$ cat src/rtl/fll_cfg_slave_if.sv
// Four-phase request/acknowledge register-access bus between the FLL
// configuration master and fll_cfg_slave.
interface fll_cfg_slave_if;
  logic        fll_req;
  logic        fll_wrn;
  logic [1:0]  fll_add;
  logic [31:0] fll_data;
  logic        fll_ack;
  logic [31:0] fll_r_data;

  modport master (
    output fll_req, fll_wrn, fll_add, fll_data,
    input  fll_ack, fll_r_data
  );

  modport slave (
    input  fll_req, fll_wrn, fll_add, fll_data,
    output fll_ack, fll_r_data
  );
endinterface

$ cat src/rtl/fll_cfg_slave.sv
// FLL configuration register slave: STATUS/CFG1..3 over a four-phase handshake,
// with settle counter and lock flag. Define FLL_REQ_SYNC_EN to synchronize fll_req.
module fll_cfg_slave #(
  parameter int unsigned LOCK_SETTLE = 64
) (
  input  logic          HCLK,
  input  logic          HRESET,
  fll_cfg_slave_if.slave bus,
  output logic          fll_lock,
  output logic [31:0]   cfg1_o,
  output logic [31:0]   cfg2_o,
  output logic [31:0]   cfg3_o
);

  typedef enum logic {IDLE, ACK} state_t;

  localparam logic [15:0] SETTLE    = 16'(LOCK_SETTLE);
  localparam logic [31:0] CFG1_RST  = 32'h0000_0100;

  state_t      state_q, state_d;
  logic        req_s;
  logic [31:0] cfg1_q, cfg1_d;
  logic [31:0] cfg2_q, cfg2_d;
  logic [31:0] cfg3_q, cfg3_d;
  logic [31:0] rdata_q, rdata_d;
  logic [15:0] cnt_q, cnt_d;
  logic        lock_q, lock_d;
  logic        cfg1_wr;
  logic [31:0] status;

`ifdef FLL_REQ_SYNC_EN
  logic sync1_q, sync2_q;

  always_ff @(posedge HCLK or posedge HRESET) begin
    if (HRESET) begin
      sync1_q <= 1'b0;
      sync2_q <= 1'b0;
    end else begin
      sync1_q <= bus.fll_req;
      sync2_q <= sync1_q;
    end
  end

  assign req_s = sync2_q;
`else
  assign req_s = bus.fll_req;
`endif

  always_comb begin
    state_d = state_q;
    cfg1_d  = cfg1_q;
    cfg2_d  = cfg2_q;
    cfg3_d  = cfg3_q;
    rdata_d = rdata_q;
    cfg1_wr = 1'b0;
    status  = {lock_q, 15'd0, cnt_q};

    case (state_q)
      IDLE: begin
        // The single access of each request phase happens on this transition.
        if (req_s) begin
          state_d = ACK;
          if (bus.fll_wrn) begin
            case (bus.fll_add)
              2'd0:    rdata_d = status;
              2'd1:    rdata_d = cfg1_q;
              2'd2:    rdata_d = cfg2_q;
              default: rdata_d = cfg3_q;
            endcase
          end else begin
            case (bus.fll_add)
              2'd1: begin
                cfg1_d  = bus.fll_data;
                cfg1_wr = 1'b1;
              end
              2'd2:    cfg2_d = bus.fll_data;
              2'd3:    cfg3_d = bus.fll_data;
              default: ;
            endcase
          end
        end
      end
      ACK: begin
        if (!req_s) state_d = IDLE;
      end
      default: state_d = IDLE;
    endcase

    if (cfg1_wr)            cnt_d = SETTLE;
    else if (cnt_q != 16'd0) cnt_d = cnt_q - 16'd1;
    else                    cnt_d = cnt_q;

    // A CFG1 write wins over the counter expiring; open-loop mode never locks.
    lock_d = !cfg1_wr && (cnt_q == 16'd0) && !cfg1_q[30];
  end

  always_ff @(posedge HCLK or posedge HRESET) begin
    if (HRESET) begin
      state_q <= IDLE;
      cfg1_q  <= CFG1_RST;
      cfg2_q  <= 32'd0;
      cfg3_q  <= 32'd0;
      rdata_q <= 32'd0;
      cnt_q   <= SETTLE;
      lock_q  <= 1'b0;
    end else begin
      state_q <= state_d;
      cfg1_q  <= cfg1_d;
      cfg2_q  <= cfg2_d;
      cfg3_q  <= cfg3_d;
      rdata_q <= rdata_d;
      cnt_q   <= cnt_d;
      lock_q  <= lock_d;
    end
  end

  assign bus.fll_ack    = (state_q == ACK);
  assign bus.fll_r_data = rdata_q;
  assign fll_lock       = lock_q;
  assign cfg1_o         = cfg1_q;
  assign cfg2_o         = cfg2_q;
  assign cfg3_o         = cfg3_q;

endmodule

$ cat src/flat_wrapper.sv
// flat-port wrapper written by rule: the top's interface ports become plain ports
module fll_cfg_slave_flat 
#(
  parameter int unsigned LOCK_SETTLE = 64
)
  (HCLK, HRESET, fll_lock, cfg1_o, cfg2_o, cfg3_o, bus_fll_req, bus_fll_wrn, bus_fll_add, bus_fll_data, bus_fll_ack, bus_fll_r_data);
  fll_cfg_slave_if bus_i ();
  input  logic HCLK;
  input  logic HRESET;
  output logic fll_lock;
  output logic [31:0] cfg1_o;
  output logic [31:0] cfg2_o;
  output logic [31:0] cfg3_o;
  input wire logic [$bits(bus_i.fll_req)-1:0] bus_fll_req;
  input wire logic [$bits(bus_i.fll_wrn)-1:0] bus_fll_wrn;
  input wire logic [$bits(bus_i.fll_add)-1:0] bus_fll_add;
  input wire logic [$bits(bus_i.fll_data)-1:0] bus_fll_data;
  output wire logic [$bits(bus_i.fll_ack)-1:0] bus_fll_ack;
  output wire logic [$bits(bus_i.fll_r_data)-1:0] bus_fll_r_data;
  assign bus_i.fll_req = bus_fll_req;
  assign bus_i.fll_wrn = bus_fll_wrn;
  assign bus_i.fll_add = bus_fll_add;
  assign bus_i.fll_data = bus_fll_data;
  assign bus_fll_ack = bus_i.fll_ack;
  assign bus_fll_r_data = bus_i.fll_r_data;
  fll_cfg_slave #(.LOCK_SETTLE(LOCK_SETTLE)) u_core (.HCLK(HCLK), .HRESET(HRESET), .bus(bus_i), .fll_lock(fll_lock), .cfg1_o(cfg1_o), .cfg2_o(cfg2_o), .cfg3_o(cfg3_o));
endmodule
$ cat config.mk
export PLATFORM = sky130hd
export DESIGN_NAME = fll_cfg_slave_flat
export DESIGN_NICKNAME = d
export VERILOG_FILES = /design/src/rtl/fll_cfg_slave_if.sv /design/src/rtl/fll_cfg_slave.sv /design/src/flat_wrapper.sv
export SDC_FILE = /design/constraint.sdc
export NUM_CORES = 1
export LEC_CHECK = 0
export ABC_AREA = 1
export CAP_MARGIN = 25
export CORE_ASPECT_RATIO = 0.8
export CORE_MARGIN = 2
export CORE_UTILIZATION = 44
export CTS_CLUSTER_SIZE = 14
export DETAILED_ROUTE_END_ITERATION = 8
export PLACE_DENSITY = 0.77
export SYNTH_ARGS = -nofsm -noshare
export SYNTH_HDL_FRONTEND = slang
export SYNTH_SLANG_ARGS = --single-unit
$ cat constraint.sdc
create_clock -name HCLK -period 5.4 [get_ports HCLK]
set_clock_uncertainty 0.2 [all_clocks]
set_input_delay 1.08 -clock HCLK [delete_from_list [all_inputs] [get_ports HCLK]]
set_output_delay 1.08 -clock HCLK [all_outputs]
set_load 0.01 [all_outputs]
==> impl_metrics.yaml, run 1 <==
logic_synthesis:
  ys_ff_latch: 146
  syn_avg_cell_area_sq_um: 8.36
  ys_types: 22
  ys.flop_type: "dfrtp_1"
  synth_edf_count: 0
  postSynth.asyncResetShare_pct: 100
  netlist_area_sq_um: 6290
  synthesis.nets: 792
  syn_inst: 753
  yosysSeqAreaShare_pct: 58.1
  yosysWarnings: 0
drt:
  wl_um: 17200
  drt_iter0_drc: 322
  drc: 0
  wire_per_inst_um: 15.5
  viasPerCell: 5.10
  final_antenna_net_count: 0
  dr.pass1.iters: 8
  num_vias: 5654
placed_design:
  placed_cells: 1077
  dpl_cell_area_sq_um: 8110
  dp_hpwl_um: 11600
  numPortBuffers: 167
  place_ws_ns: 1.53
  place.gp.congestion: 0.924
clocking:
  path_clk_slew_ns: 0.06
  tritoncts: "done"
  numCtsBuffers: 17
  htreeDepth: 4
  clock-sinks: 146
  cts.repair.resized: 0
  clock_latency_ns: 0.42
  clockBufferDepth: 2
  post_cts_buffers: 0
  root_buffer: "clkbuf_16"
  cts.hold.buffers_added: 0
pwr:
  peakVddDrop_v: 0.000273
  power_density_nw_per_um2: 455
  p_leak_nw: 4.11
worst_setup_path:
  crit_type: "in2reg"
  cp_slowest_cell: "nand3_2"
  crit_chain: "clkdlybuf4s50_1 -> inv_2 -> nor2_4 -> buf_4 -> nand3_2 -> nand3_1 -> inv_1 -> nor2_1"
  critPathCapture: "u_core.cnt_q[11]"
  end_kind: "flop"
  crit_arrival_ns: 3.59
  cp.required_ns: 5.55
  crit_path_max_incr_delay_ns: 0.61
  ff2ff_path_depth: 5
  startpoint: "bus_fll_add[0]"
  start_kind: "input port"
  rrSetupSlack_ns: 3.15
  critPathMaxFanout: 33
  rr_startpoint: "u_core.bus.fll_ack"
  reg2reg_to: "u_core.cfg3_o[10]"
global_route:
  overflow: 0
  grt_max_degree: 83
  grt_pass1_wl_um: 28100
  antenna_found_initial: 0
  grt_pass1_vias: 5355
  grt_use_total_pct: 23.8
finish:
  layout.cells.non_filler: 1108
  fin_nets: 951
  area.growth.synth_to_final_pct: 39.7
  final_area_sq_um: 8790
  antenna_cells: 0
  fillCellCount: 1220
  drive_above_1_share_pct: 5.95
die:
  die_w_um: 138
  num_rows: 39
  start_util_pct: 44.5
  die_height_um: 111
  fp.dieArea_sq_um: 15300
  coreArea_sq_um: 14200
  pin_count: 168
timing:
  finalSetupTns_ns: 0
  rsz0062_at_grt: "false"
  tightest_slew_ns: 0.895
  period_share_pct: 63.8
  final_max_slew_viol_count: 0
  finalSetupViolCount: 0
  hold_violations: 0
  period_needed_ns: 3.44
  maxSlewHeadroom_pct: 40.1
  fin_ws_ns: 1.96
  fmax_mhz: 290
worst_hold_path:
  min_path_cells: 2
  hp-class: "reg2reg"
run_status:
  status: "finished, final reports clean"
job:
  max_cap_viol_count: 0
registers in the layout, indices dropped and copies added, names as in the netlist:
register,count
u_core.bus.fll_r_data,32
u_core.fll_lock,1
u_core.cfg2_o,32
u_core.cfg3_o,32
u_core.bus.fll_ack,1
u_core.cfg1_o,32
u_core.cnt_q,16
how the worst min path moves through the flow:
stage / slack [ns] / startpoint / end
finish: 0.29 / u_core.bus.fll_r_data[13] / u_core.bus.fll_r_data[13]
global route: 0.30 / u_core.bus.fll_r_data[30] / u_core.bus.fll_r_data[30]
CTS: 0.29 / u_core.bus.fll_r_data[13] / u_core.bus.fll_r_data[13]
detailed placement: 0.27 / u_core.bus.fll_r_data[1] / u_core.bus.fll_r_data[1]
global placement: 0.27 / u_core.bus.fll_r_data[13] / u_core.bus.fll_r_data[13]
floorplan: 0.30 / u_core.cfg1_o[8] / u_core.cfg1_o[8]
final cells by class:
cell class	instances	area [sq um]	share of cell area, %
Clock buffer	22	474	5.40
Clock inverter	9	201	2.29
Inverter	56	215	2.45
Multi-Input combinational cell	515	2270	25.9
Sequential cell	146	3660	41.6
Tap cell	184	230	2.62
Timing Repair Buffer	176	1740	19.8
metrics by stage:
| step | hold WS (ns) | total power, mW | util (%) |
|---|---|---|---|
| final | 0.287 | 4.00 | 62.1 |
| after global routing | 0.302 | 4.23 | 62.1 |
| after CTS | 0.290 | 4.02 | 62.1 |
| after detailed placement | 0.273 | 2.67 | 57.3 |
| after global placement | 0.268 | 2.64 | 57.3 |
| after floorplan | 0.301 | 2.07 | - |
power breakdown:
group / switching [mW] / leakage, nW / internal (mW)
Sequential: 0.236 / 1.86 / 1.35
Combinational: 0.513 / 1.93 / 0.560
Clock: 0.441 / 0.326 / 0.901
logic make-up (layout without fill, tap and decap cells):
group | after synthesis | after routing | synth area share (%)
flip-flops | 146 | 146 | 58.1
adder cells (fa/ha/maj) | 1 | 1 | 0.199
AO/OA/AOI/OAI | 159 | 159 | 12.9
AND/OR/NAND/NOR | 355 | 355 | 23.0
buffers and inverters | 92 | 263 | 5.83
Yosys cell counts (5+ instances only):
cell type | n | area share [%]
nand4_1 | 9 | 0.89
a21oi_1 | 28 | 2.2
dfrtp_1 | 144 | 57
inv_1 | 53 | 3.2
nand3_1 | 34 | 2.7
o21ai_1 | 10 | 0.80
or2_2 | 5 | 0.50
clkbuf_1 | 24 | 1.4
o21a_1 | 6 | 0.72
nand2_1 | 260 | 16
nor2_1 | 40 | 2.4
buf_2 | 11 | 0.87
o21ai_0 | 115 | 9.1
cell usage in the layout, fill, tap and decap left out, types with 2 or more instances in the layout:
master           netlist  routed
nand3_1               34      34
clkbuf_16              0      17
o21ai_0              115     115
o21ai_1               10      10
inv_1                 53      52
or2_2                  5       5
dfrtp_1              144     144
a21oi_1               28      28
dfstp_2                2       2
nor2_4                 2       2
nand4_1                9       9
clkdlybuf4s50_1        0     167
nand2_1              260     259
clkbuf_8               0       3
nand3_2                3       3
clkbuf_1              24       2
inv_2                  2       2
bufinv_16              0       6
o21a_1                 6       6
nor2_1                40      40
buf_4                  0       9
critical path: cells and delay by family:
kind                   cells  cell delay, ns
buffers and inverters      4            1.26
AND/OR/NAND/NOR            4            1.23
layer usage:
metal | global-route usage (%) | routed length (um) | up-vias
met1 | 33.6 | 7660 | 2661
met3 | 6.77 | 1500 | 20
met2 | 36.1 | 7810 | 223
met4 | 6.60 | 234 | 0
met5 | 0 | 0 | -
li1 | - | - | 2750
(Power assumes the default switching activity.)
==> run 2: changes to the inputs <==
Clock period 5.4 ns to 3 ns, I/O delays scaled along.
==> run 2 against run 1 <==
- worst setup slack worse by 1.3 ns
- worst hold slack worse by 0.0081 ns
- register-to-register slack worse by 2.3 ns
- largest cell class unchanged
- sequential share of layout area down 0.095 points
- cell count up 0.63%
- critical endpoint is now cfg1_o[8]
- die area unchanged
- wire length about the same
- global-route usage up 0.092 points
==> impl_metrics.yaml, run 2 (same netlist as run 1, synthesis figures left out) <==
finish:
  drive_above_1_share_pct: 6.66
  final_cell_mix: "nand2_1 (259), clkdlybuf4s50_1 (167), dfrtp_1 (144)"
  final_area_sq_um: 8810
  antenna_cells: 0
  fin_nets: 957
  layout.cells.non_filler: 1115
  fillCellCount: 1212
  area.growth.synth_to_final_pct: 40.0
  final_util_pct: 62.3
  final_common_cell: "nand2_1"
timing:
  tightest_slew_ns: 0.655
  fin_ws_ns: 0.694
  fmax_mhz: 434
  hold_slack_ns: 0.279
  hold_violations: 0
  period_share_pct: 76.9
  rsz0062_at_grt: "false"
  maxSlewHeadroom_pct: 56.3
  finalSetupViolCount: 0
  finalSetupTns_ns: 0
  period_needed_ns: 2.31
  final_max_slew_viol_count: 0
worst_setup_path:
  crit_type: "reg2out"
  start_kind: "flop"
  critPathMaxFanout: 3
  cp.required_ns: 2.20
  crit_chain: "clkdlybuf4s50_1"
  cp_slowest_cell: "dfstp_2"
  worst-path-buf-inv: 1
  crit_arrival_ns: 1.51
  path_delay_family: "flip-flops"
  crit_path_max_incr_delay_ns: 0.54
  end_kind: "output pin"
drt:
  viasPerCell: 5.08
  wire_per_inst_um: 15.4
  wl_um: 17200
  num_vias: 5668
  drt_iter0_drc: 408
  dr.pass1.iters: 5
  drc: 0
  final_antenna_net_count: 0
pwr:
  p_leak_nw: 4.13
  finalPower_mw: 7.06
  peakVddDrop_v: 0.000450
  power_density_nw_per_um2: 801
die:
  fp.dieArea_sq_um: 15300
  pin_count: 168
  die_w_um: 138
  die_height_um: 111
  start_util_pct: 44.5
  coreArea_sq_um: 14200
  num_rows: 39
placed_design:
  numPortBuffers: 167
  place.gp.congestion: 0.912
  dpl_cell_area_sq_um: 8170
  placed_cells: 1083
  place_ws_ns: 0.416
  dp_hpwl_um: 11500
run_status:
  status: "finished, final reports clean"
clocking:
  post_cts_buffers: 0
  cts.repair.resized: 0
  path_clk_slew_ns: 0.06
  root_buffer: "clkbuf_16"
  numCtsBuffers: 17
  cts.hold.buffers_added: 0
  tritoncts: "done"
  clockBufferDepth: 2
  clock_latency_ns: 0.42
  htreeDepth: 4
  clock-sinks: 146
job:
  max_cap_viol_count: 0
global_route:
  antenna_found_initial: 0
  overflow: 0
  grt_max_degree: 96
  grt_pass1_vias: 5511
  grt_pass1_wl_um: 28300
  grt_use_total_pct: 23.9
worst_hold_path:
  hp-class: "reg2reg"
## run 2: routing by layer
metal	GRT usage, %	vias to the layer above	part of all wire [%]
met5	0	-	0
met4	6.46	0	1.1
li1	-	2753	-
met3	6.81	13	9.0
met2	35.8	204	45
met1	34.2	2698	45
## run 2: cell type report
| type | instances | area [sq um] | area share (%) |
|---|---|---|---|
| sequential | 146 | 3660 | 41.5 |
| multi-input combinational | 515 | 2270 | 25.8 |
| timing repair buffer | 182 | 1800 | 20.4 |
| clock buffer | 23 | 488 | 5.54 |
| tap | 184 | 230 | 2.61 |
| inverter | 56 | 214 | 2.43 |
| clock inverter | 9 | 151 | 1.72 |
## run 2: final timing paths
kind | start | endpoint | slack [ns] | cells past startpoint
max | u_core.cfg1_o[8] | cfg1_o[8] | 0.69 | 1
min | u_core.bus.fll_r_data[13] | u_core.bus.fll_r_data[13] | 0.28 | 2
max reg2reg | u_core.cnt_q[0] | u_core.cnt_q[11] | 0.89 | 7
min reg2reg | u_core.bus.fll_r_data[13] | u_core.bus.fll_r_data[13] | 0.28 | 2
max in group asynchronous | HRESET | u_core.cfg1_o[27] | 1.58 | 3
min in group asynchronous | HRESET | u_core.bus.fll_r_data[4] | 0.47 | 3
## run 2: power by group
group          switching, mW  internal [mW]
logic                  0.936           1.01
registers              0.411           2.43
clock network          0.792           1.48
total                   2.14           4.92
==> run 3: changes to the inputs <==
Settings changed: CORE_UTILIZATION 44 to 49, PLACE_DENSITY 0.77 to 0.81.
Clock period 3 ns to 2.4 ns, I/O delays scaled along.
==> run 3 against run 2 <==
- first-iteration DRC count rose by 34%
- clock-buffer cell count fell by 2
- clock power rose by 16%
- via count is 3.5% higher
- non-clock buffer count is 10 higher
- combinational power is 28% higher
- final area up 0.87%
- register-to-register slack lost 0.42 ns
- sequential power grew 26%
- die area decreased by 9.9%
- critical path depth did not move
- sequential cell count unchanged
==> impl_metrics.yaml, run 3 (same netlist as run 1, synthesis figures left out) <==
finish:
  fin_nets: 967
  final_cell_mix: "nand2_1 (259), clkdlybuf4s50_1 (167), dfrtp_1 (144)"
  area.growth.synth_to_final_pct: 41.2
  drive_above_1_share_pct: 7.65
  final_util_pct: 70.1
  layout.cells.non_filler: 1116
  final_common_cell: "nand2_1"
  fillCellCount: 989
  antenna_cells: 0
run_status:
  status: "finished, final reports clean"
pwr:
  power_density_nw_per_um2: 980
  finalPower_mw: 8.71
  p_leak_nw: 4.16
  peakVddDrop_v: 0.000768
global_route:
  overflow: 0
  grt_pass1_vias: 5484
  grt_max_degree: 65
  grt_use_total_pct: 26.4
  grt_pass1_wl_um: 28300
  antenna_found_initial: 0
worst_setup_path:
  crit_type: "reg2out"
  worst-path-buf-inv: 1
  crit_path_max_incr_delay_ns: 0.55
  start_kind: "flop"
  path_delay_family: "flip-flops"
  end_kind: "output pin"
  critPathMaxFanout: 3
  crit_chain: "clkdlybuf4s50_1"
  crit_arrival_ns: 1.50
  cp_slowest_cell: "dfstp_2"
  cp.required_ns: 1.72
timing:
  maxSlewHeadroom_pct: 69.8
  hold_violations: 0
  hold_slack_ns: 0.229
  period_needed_ns: 2.18
  rsz0062_at_grt: "false"
  period_share_pct: 90.8
  fin_ws_ns: 0.220
  tightest_slew_ns: 0.451
  fmax_mhz: 459
  final_max_slew_viol_count: 0
  finalSetupViolCount: 0
drt:
  drc: 0
  num_vias: 5865
  wl_um: 17700
  dr.pass1.iters: 5
  wire_per_inst_um: 15.8
  final_antenna_net_count: 0
  viasPerCell: 5.26
  drt_iter0_drc: 545
die:
  fp.dieArea_sq_um: 13800
  die_height_um: 105
  die_w_um: 131
  coreArea_sq_um: 12700
  num_rows: 37
  start_util_pct: 49.6
  pin_count: 168
clocking:
  root_buffer: "clkbuf_16"
  clock_latency_ns: 0.42
  clockBufferDepth: 2
  htreeDepth: 4
  post_cts_buffers: 0
  cts.hold.buffers_added: 0
  numCtsBuffers: 17
  tritoncts: "done"
  cts.repair.resized: 0
  clock-sinks: 146
  path_clk_slew_ns: 0.06
job:
  max_cap_viol_count: 0
placed_design:
  numPortBuffers: 167
  place.gp.congestion: 0.924
  place_ws_ns: 0.143
  dp_hpwl_um: 11800
  placed_cells: 1084
worst_hold_path:
  hp-class: "in2async"
## run 3: cell types whose count changed in the layout (fill, tap and decap cells not counted), sizes merged
cell and delta:
clkinvlp +4, buf +10, bufinv -2, inv +2, clkbuf -2, clkinv -2
## run 3: power by group
| group | internal (mW) | switching [mW] |
|---|---|---|
| logic | 1.30 | 1.20 |
| clock network | 1.59 | 1.05 |
| registers | 3.04 | 0.538 |
## run 3: cell type report
| class | instances | area [sq um] | share of cell area, % |
|---|---|---|---|
| Clock buffer | 21 | 460 | 5.18 |
| Tap cell | 175 | 219 | 2.46 |
| Clock inverter | 11 | 129 | 1.45 |
| Multi-Input combinational cell | 515 | 2270 | 25.6 |
| Timing Repair Buffer | 192 | 1930 | 21.8 |
| Inverter | 56 | 214 | 2.41 |
| Sequential cell | 146 | 3660 | 41.1 |
## run 3: final timing paths
path | end | slack, ns | cells past startpoint | from
max | cfg1_o[8] | 0.22 | 1 | u_core.cfg1_o[8]
min | u_core.cfg3_o[0] | 0.23 | 2 | HRESET
max reg2reg | u_core.cnt_q[13] | 0.47 | 7 | u_core.cnt_q[0]
min reg2reg | u_core.bus.fll_r_data[28] | 0.28 | 2 | u_core.bus.fll_r_data[28]
max in group asynchronous | u_core.cnt_q[6] | 1.15 | 3 | HRESET
min in group HCLK | u_core.bus.fll_r_data[28] | 0.28 | 2 | u_core.bus.fll_r_data[28]
## run 3: stage by stage
| stage | instance area (sq um) | TNS (ns) |
|---|---|---|
| after floorplan | 6300 | -16.04 |
| after global placement | 8300 | 0 |
| after detailed placement | 8300 | 0 |
| after CTS | 8890 | 0 |
| after global routing | 8890 | 0 |
| final | 8890 | 0 |
## run 3: layer usage
metal | track usage (%) | wire, um | vias up
met2 | 40.6 | 8160 | 252
li1 | - | - | 2771
met4 | 7.29 | 251 | 0
met1 | 37.8 | 7820 | 2817
met3 | 6.35 | 1450 | 25
met5 | 0 | 0 | -
